[config.mk]
export PLATFORM = sky130hd
export DESIGN_NAME = spi_master_arbiter
export DESIGN_NICKNAME = d
export VERILOG_FILES = /design/src/rtl/spi_master_arbiter.sv
export SDC_FILE = /design/constraint.sdc
export NUM_CORES = 1
export LEC_CHECK = 0
export BUFFER_PORTS_ARGS = -buffer_cell sky130_fd_sc_hd__buf_2
export CAP_MARGIN = 25
export CELL_PAD_IN_SITES_DETAIL_PLACEMENT = 1
export CELL_PAD_IN_SITES_GLOBAL_PLACEMENT = 2
export CORE_MARGIN = 2
export CORE_UTILIZATION = 33
export DETAILED_ROUTE_END_ITERATION = 12
export GPL_ROUTABILITY_DRIVEN = 0
export GPL_TIMING_DRIVEN = 0
export PLACE_DENSITY = 0.89
export SKIP_CTS_REPAIR_TIMING = 1
export SYNTH_ARGS = -nofsm -noshare
export SYNTH_HDL_FRONTEND = slang
export SYNTH_SLANG_ARGS = --single-unit
[constraint.sdc]
create_clock -name clk -period 4.45 [get_ports clk]
set_clock_uncertainty 0.15 [all_clocks]
set_input_delay 0 -clock clk [delete_from_list [all_inputs] [get_ports clk]]
set_output_delay 0 -clock clk [all_outputs]
set_load 0.05 [all_outputs]
[src/rtl/spi_master_arbiter.sv]
// Round-robin arbiter that lets NUM_REQ requesters share one spi_master.
// Only one transfer is in flight at a time. The grant is held from arbitration
// until the one-cycle ack. Every output comes straight from a flop.
module spi_master_arbiter #(
  parameter int NUM_REQ        = 4,
  parameter int DATA_W         = 8,
  parameter int TIMEOUT_CYCLES = 1024
) (
  input  logic                      clk,
  input  logic                      rst_n,
  input  logic [NUM_REQ-1:0]        req,
  input  logic [NUM_REQ*DATA_W-1:0] req_data,
  output logic [NUM_REQ-1:0]        gnt,
  output logic [NUM_REQ-1:0]        ack,
  output logic [DATA_W-1:0]         rsp_data,
  output logic                      rsp_err,
  output logic                      busy,
  output logic                      spi_start,
  output logic [DATA_W-1:0]         spi_data_in,
  input  logic [DATA_W-1:0]         spi_data_out,
  input  logic                      spi_done
);

  localparam int PTR_W = (NUM_REQ > 1) ? $clog2(NUM_REQ) : 1;
  localparam int CNT_W = (TIMEOUT_CYCLES > 1) ? $clog2(TIMEOUT_CYCLES) : 1;
  localparam logic [CNT_W-1:0] CNT_LAST = CNT_W'(TIMEOUT_CYCLES - 1);

  typedef enum logic [1:0] {
    IDLE      = 2'd0,
    START     = 2'd1,
    WAIT_DONE = 2'd2,
    RESP      = 2'd3
  } state_t;

  state_t               state_q, state_d;
  logic [NUM_REQ-1:0]   gnt_q, gnt_d;
  logic [NUM_REQ-1:0]   ack_q, ack_d;
  logic [DATA_W-1:0]    rsp_data_q, rsp_data_d;
  logic                 rsp_err_q, rsp_err_d;
  logic                 busy_q, busy_d;
  logic                 spi_start_q, spi_start_d;
  logic [DATA_W-1:0]    spi_data_in_q, spi_data_in_d;
  logic [PTR_W-1:0]     rr_ptr_q, rr_ptr_d;
  logic [CNT_W-1:0]     cnt_q, cnt_d;

  // Per-requester TX words and the round-robin search order.
  logic [DATA_W-1:0]    req_word [NUM_REQ];
  logic [PTR_W-1:0]     cand_idx [NUM_REQ];
  logic                 win_found;
  logic [PTR_W-1:0]     win_idx;

  // cand_idx[gi] is the requester checked gi places after rr_ptr, with wrap.
  for (genvar gi = 0; gi < NUM_REQ; gi++) begin : g_req
    assign req_word[gi] = req_data[gi*DATA_W +: DATA_W];
    assign cand_idx[gi] = PTR_W'((int'(rr_ptr_q) + gi) % NUM_REQ);
  end

  // Scan from the farthest candidate toward rr_ptr. The nearest set request is written last, so it wins.
  always_comb begin
    win_found = 1'b0;
    win_idx   = '0;
    for (int k = NUM_REQ - 1; k >= 0; k--) begin
      if (req[cand_idx[k]]) begin
        win_found = 1'b1;
        win_idx   = cand_idx[k];
      end
    end
  end

  // Next-state and next-output logic for the transaction FSM.
  always_comb begin
    state_d       = state_q;
    gnt_d         = gnt_q;
    ack_d         = '0;
    rsp_data_d    = rsp_data_q;
    rsp_err_d     = rsp_err_q;
    spi_start_d   = 1'b0;
    spi_data_in_d = spi_data_in_q;
    rr_ptr_d      = rr_ptr_q;
    cnt_d         = cnt_q;
    case (state_q)
      IDLE: begin
        if (win_found) begin
          state_d          = START;
          gnt_d            = '0;
          gnt_d[win_idx]   = 1'b1;
          spi_data_in_d    = req_word[win_idx];
          spi_start_d      = 1'b1;
          rr_ptr_d         = PTR_W'((int'(win_idx) + 1) % NUM_REQ);
        end
      end
      START: begin
        state_d = WAIT_DONE;
        cnt_d   = '0;
      end
      WAIT_DONE: begin
        // At cnt == 0 the done input may still be high from the previous transfer, so it is ignored.
        if (spi_done && (cnt_q != '0)) begin
          state_d    = RESP;
          rsp_data_d = spi_data_out;
          rsp_err_d  = 1'b0;
          ack_d      = gnt_q;
        end else if (cnt_q == CNT_LAST) begin
          state_d    = RESP;
          rsp_data_d = '0;
          rsp_err_d  = 1'b1;
          ack_d      = gnt_q;
        end else begin
          cnt_d = cnt_q + 1'b1;
        end
      end
      RESP: begin
        state_d = IDLE;
        gnt_d   = '0;
      end
      default: begin
        state_d = IDLE;
        gnt_d   = '0;
      end
    endcase
    busy_d = (state_d != IDLE);
  end

  // State and output registers. Reset asynchronously drops any transfer in flight.
  always_ff @(posedge clk or negedge rst_n) begin
    if (!rst_n) begin
      state_q       <= IDLE;
      gnt_q         <= '0;
      ack_q         <= '0;
      rsp_data_q    <= '0;
      rsp_err_q     <= 1'b0;
      busy_q        <= 1'b0;
      spi_start_q   <= 1'b0;
      spi_data_in_q <= '0;
      rr_ptr_q      <= '0;
      cnt_q         <= '0;
    end else begin
      state_q       <= state_d;
      gnt_q         <= gnt_d;
      ack_q         <= ack_d;
      rsp_data_q    <= rsp_data_d;
      rsp_err_q     <= rsp_err_d;
      busy_q        <= busy_d;
      spi_start_q   <= spi_start_d;
      spi_data_in_q <= spi_data_in_d;
      rr_ptr_q      <= rr_ptr_d;
      cnt_q         <= cnt_d;
    end
  end

  assign gnt         = gnt_q;
  assign ack         = ack_q;
  assign rsp_data    = rsp_data_q;
  assign rsp_err     = rsp_err_q;
  assign busy        = busy_q;
  assign spi_start   = spi_start_q;
  assign spi_data_in = spi_data_in_q;

endmodule

Word level (Yosys, flattened, before mapping) --
Cells that the tools add are included.
Word-level totals: register bits after elaboration 41, input port bits 47, output and inout bits 27
Operators by class: mux-type cells 39, $add $sub $neg 5, bitwise logic cells 1, equality and inequality tests 7, reductions and logical operators 12, magnitude comparators 7
Operators with widths (count):
- 8-bit 2-to-1 mux | 4
- 10-bit 2-to-1 mux | 2
- 10-bit one-hot mux with 2 select lines | 1
- 8-bit binary-select mux with 2-bit select | 1
- 4-bit 2-to-1 mux | 4
- 2-bit by 3-bit < comparator with 1-bit output (second input constant) | 5
- 2-bit 2-to-1 mux | 7
- 1-bit 2-to-1 mux | 13
- 10-bit by 1-bit adder with 10-bit output (second input constant) | 1
- 10-bit == test (second input constant) | 1
- 10-bit nonzero test | 1
- 1-bit binary-select mux with 2-bit select | 4
- 2-bit one-hot mux with 4 select lines | 1
- 4-bit one-hot mux with 2 select lines | 1
- 2-bit nonzero test | 4
- 2-bit inequality test (second input constant) | 3
- 2-bit AND reduction | 3
- 2-bit by 1-bit adder with 2-bit output (second input constant) | 2
- 2-bit adder (second input constant) | 2
- 2-bit == test (second input constant) | 2
- 3-bit greater-or-equal comparator (second input constant) | 1
- 2-bit NOT with 3-bit output | 1
- 3-bit AND reduction | 1
- 1-bit demux with 2-bit select | 1
- 4 further kinds | 5

Logic depth before layout (Yosys ltp) --
word-level depth 13, mapped depth 11

Least setup slack after synthesis --
No wires, ideal clock.
path kind flip-flop to flip-flop, from register rr_ptr_q[1], to register gnt_q[0], in the netlist gnt[0], stages on the path, launching flop included 11, data arrival time 1.946 ns, path buffers 1, library setup time 0.083 ns, slack 2.272 ns, clock period less this slack 2.178 ns, cell sequence dfrtp_1 > nand2b_1 > a21oi_1 > nor3_2 > inv_2 > buf_2 > ha_1 > nand2_1 > nor2_1 > a21oi_1 > o21ai_0
Between the ends: word-level cells in the longest chain between the ends 13, elaborated cells on any way between the ends 28, those cells by class add/sub (3); order compare (2); eq/ne (1); mux (20); reduce/logical (2)
RTL lines:
- start: declaration | line 43 | logic [PTR_W-1:0] rr_ptr_q, rr_ptr_d;
- start signal: assignment | line 146 | rr_ptr_q <= rr_ptr_d;
- 2-bit adder | line 55 | assign cand_idx[gi] = PTR_W'((int'(rr_ptr_q) + gi) % NUM_REQ);
- 1-bit binary-select mux with 2-bit select | line 63 | if (req[cand_idx[k]]) begin
- 1-bit 2-to-1 mux (not written as such) | line 63
- 2-bit 2-to-1 mux (4 in a row) | line 63
- 2-bit by 3-bit < comparator with 1-bit output (not written as such) or 2-bit by 1-bit greater-or-equal comparator with 1-bit output (tied branches) | line 86 | gnt_d[win_idx] = 1'b1;
- 1-bit logical AND (not written as such) | line 86
- 1-bit 2-to-1 mux (not written as such) | line 86
- 1-bit demux with 2-bit select | line 86
- 4-bit 2-to-1 mux | line 83 | if (win_found) begin
- 4-bit one-hot mux with 2 select lines | line 81 | case (state_q)
- end signal: assignment | line 139 | gnt_q <= gnt_d;
- end: declaration | line 36 | logic [NUM_REQ-1:0] gnt_q, gnt_d;
Parallel ways exist; a longest one is shown, timed or not. The select of a mux whose other input is x is not followed. A chain may end at the register's enable or synchronous reset.

Worst setup path after layout --
from register state_q[0], to register spi_data_in_q[2], in the netlist spi_data_in[2]
Between the ends: word-level cells in the longest chain between the ends 2
RTL lines:
- start: declaration | line 35 | state_t state_q, state_d;
- start signal: assignment | line 138 | state_q <= state_d;
- 2-bit logical NOT | line 81
- 2-bit AND reduction (no line)
- end signal: assignment | line 145 | spi_data_in_q <= spi_data_in_d;
- end: declaration | line 42 | logic [DATA_W-1:0] spi_data_in_q, spi_data_in_d;
Every way passes these cells.

==> out/metrics.cfg <==
[outcome]
status = complete, but fails checks
violations = hold timing

[clocking]
clk_pin_slew_ns = 0.08
clockBufferDepth = 2
htreeDepth = 2
numCtsBuffers = 5
cts_tree = built
cts.sink_count = 41
clk_latency_ns = 0.30
cts_root_buf = clkbuf_8

[timing]
tns_ns = 0
max_freq_mhz = 328.8
holdWs_ns = -0.02660
setup_violations = 0
slew-limit-headroom_pct = 51.38
min_period_ns = 3.041
tightest_slew_ns = 0.7227
fin_crit_sh_pct = 68.35
slew_violations = 0
hold_violations = 2
rsz0062_at_grt = false

[routing]
vias = 2125
routed_wl_um = 6606
drt_first_pass_iters = 4
routedWlPerCell_um = 15.40
detail-route-antenna-nets = 0
drcViolationCount = 0
first_iter_violations = 61
via_per_inst = 4.953

[yosys]
synthDistinctLibCells = 46
synth.net_count = 289
yosysSeqAreaShare_pct = 43.99
yosysMostFrequentCell = dfrtp_1
ys_top_cells_by_count = dfrtp_1, nor2_1, inv_1
netlist.area_leader.share_pct = 43.99
ys.flop_type = dfrtp_1
synthArstFlopShare_pct = 100.0
synth_area_leader_cell = dfrtp_1
synth_seq_cells = 41
syn_inst = 231
synth_edf_count = 0
synth_area_leaders = dfrtp_1, ha_1, and4_1, a211o_1, a22o_1
synth_area_per_cell_um2 = 10.10
yosys_warnings = 0
netlist_area_um2 = 2332

[placement]
dpl-instance-area_um2 = 2818
dp.cells = 400
port_buffers = 73
hpwl_um = 4789

[die]
die_y_um = 88.07
io_pins = 74
num_rows = 30
die-area_um2 = 7755
die-width_um = 88.07
core_area_um2 = 6832
start_util_pct = 34.14

[critical_path]
timing.rr.end = spi_data_in[2]
crit_arrival_ns = 3.13
crit-reg2reg-launch = state_q[0]
crit_start = state_q[0]
critPathKind = register to register
worstSetupStartpointType = register
cp_max_fo = 10
worst_setup_path_end_kind = register
crit_required_ns = 4.54
reg2regPathDepth = 8
r2r_slack_ns = 1.41

[pwr]
leakagePower_nw = 1.555
power_density_nw_per_um2 = 652.7
ir_drop_mv = 0.2083
p_total_mw = 2.061

[grt]
grt_pass1_vias = 2082
track_usage_pct = 16.84
grt_overflow = 0
grt_max_degree = 42
antenna_found_initial = 0
grt_pass1_wl_um = 10150

[cells_and_area]
syn2layout_area_growth_pct = 35.41
n_antenna_cell = 0
fin_cells = 429
stdcell_area_um2 = 3158
drive_gt1_share_pct = 30.63
nets = 390

[hold_path]
min_to = spi_data_in[0]
hp-start = req_data[16]
worstHoldPathCells = 4
hold_class = input port to register

[run]
max-cap-violations = 0

[power breakdown]
part,leakage (nW),internal (mW),switching (mW),total (mW)
registers,0.526,0.501,0.0881,0.589
logic,0.971,0.387,0.766,1.15
clock network,0.0574,0.183,0.136,0.318
[area by class of cell]
class / instances / area, um2
Fill cell: 835 / 3674
Multi-Input combinational cell: 162 / 1192
Sequential cell: 41 / 1026
Timing Repair Buffer: 94 / 585.6
Tap cell: 96 / 120.1
Clock buffer: 6 / 82.58
Inverter: 17 / 63.81
Buffer: 11 / 50.05
Clock inverter: 2 / 37.54
[worst max path at each step]
stage                     end  slack [ns]  cells after the start
3_5_place_dp           gnt[0]        1.87                     10
2_1_floorplan          gnt[0]        2.27                     10
5_1_grt        spi_data_in[2]        1.17                      8
3_3_place_gp           gnt[0]        1.93                     10
6_report       spi_data_in[2]        1.41                      8
4_1_cts        spi_data_in[5]        1.86                      7
[placed cells by master, fill, tap and decap left out, types with 2 or more instances in the layout]
cell | Yosys | routed
o31ai_1 | 9 | 9
buf_2 | 1 | 74
a21oi_1 | 6 | 6
nand3_1 | 5 | 5
a22o_1 | 8 | 8
and3_1 | 6 | 6
nor3b_1 | 2 | 2
nor3_1 | 2 | 2
buf_1 | 4 | 4
ha_1 | 11 | 11
dlygate4sd3_1 | 0 | 20
a211o_1 | 8 | 8
nor3b_2 | 2 | 2
and4_1 | 9 | 9
or2_2 | 2 | 2
a31o_2 | 8 | 8
nor2b_1 | 9 | 9
dfrtp_1 | 41 | 41
inv_1 | 16 | 16
nand2b_1 | 3 | 3
nor2_1 | 17 | 17
clkbuf_1 | 5 | 5
nand2_1 | 9 | 9
o211ai_1 | 8 | 8
xnor2_1 | 6 | 6
o21ai_0 | 8 | 8
mux2i_1 | 3 | 3
a22oi_1 | 3 | 3
and2_1 | 2 | 2
clkbuf_8 | 0 | 6
[worst max-delay path, stage by stage (launching register included)]
cell and delay (ns):
dfrtp_1 0.42, inv_1 0.14, ha_1 0.21, inv_1 0.10
nor2_1 0.34, clkbuf_1 0.42, clkbuf_1 0.44, a31o_2 0.22
dlygate4sd3_1 0.54
[flip-flops by register name, indices dropped and copies added, names as in the netlist]
register     flops
rsp_err          1
spi_start        1
spi_data_in      8
state_q          2
cnt_q           10
gnt              4
busy             1
rsp_data         8
rr_ptr_q         2
ack              4
[cells by family (layout without fill, tap and decap cells)]
kind of cell	after synthesis	in the layout	share of synthesized area, %
mux	4	4	1.770
flops	41	41	43.99
compound gates	65	65	21.03
buf+inv	28	130	4.882
fa+ha+maj	11	11	5.901
xor+xnor	6	6	2.253
simple gates	76	76	20.17
[routing by layer]
layer | wire length, um | track usage (%)
met4 | 91 | 5.785
met2 | 3209 | 27.82
met5 | 0 | 0
met3 | 311 | 3.582
met1 | 2993 | 21.92
[through the flow]
| stage | setup slack, ns | utilization, % | hold slack, ns |
|---|---|---|---|
| 2_1_floorplan | 2.272 | - | -0.4456 |
| 3_3_place_gp | 1.929 | 41.25 | 0.03413 |
| 3_5_place_dp | 1.866 | 41.25 | 0.04158 |
| 4_1_cts | 1.861 | 43.00 | -0.2898 |
| 5_1_grt | 1.169 | 46.23 | 0.005007 |
| 6_report | 1.409 | 46.23 | -0.02660 |
Note: power is estimated with default switching activity, not from simulation.
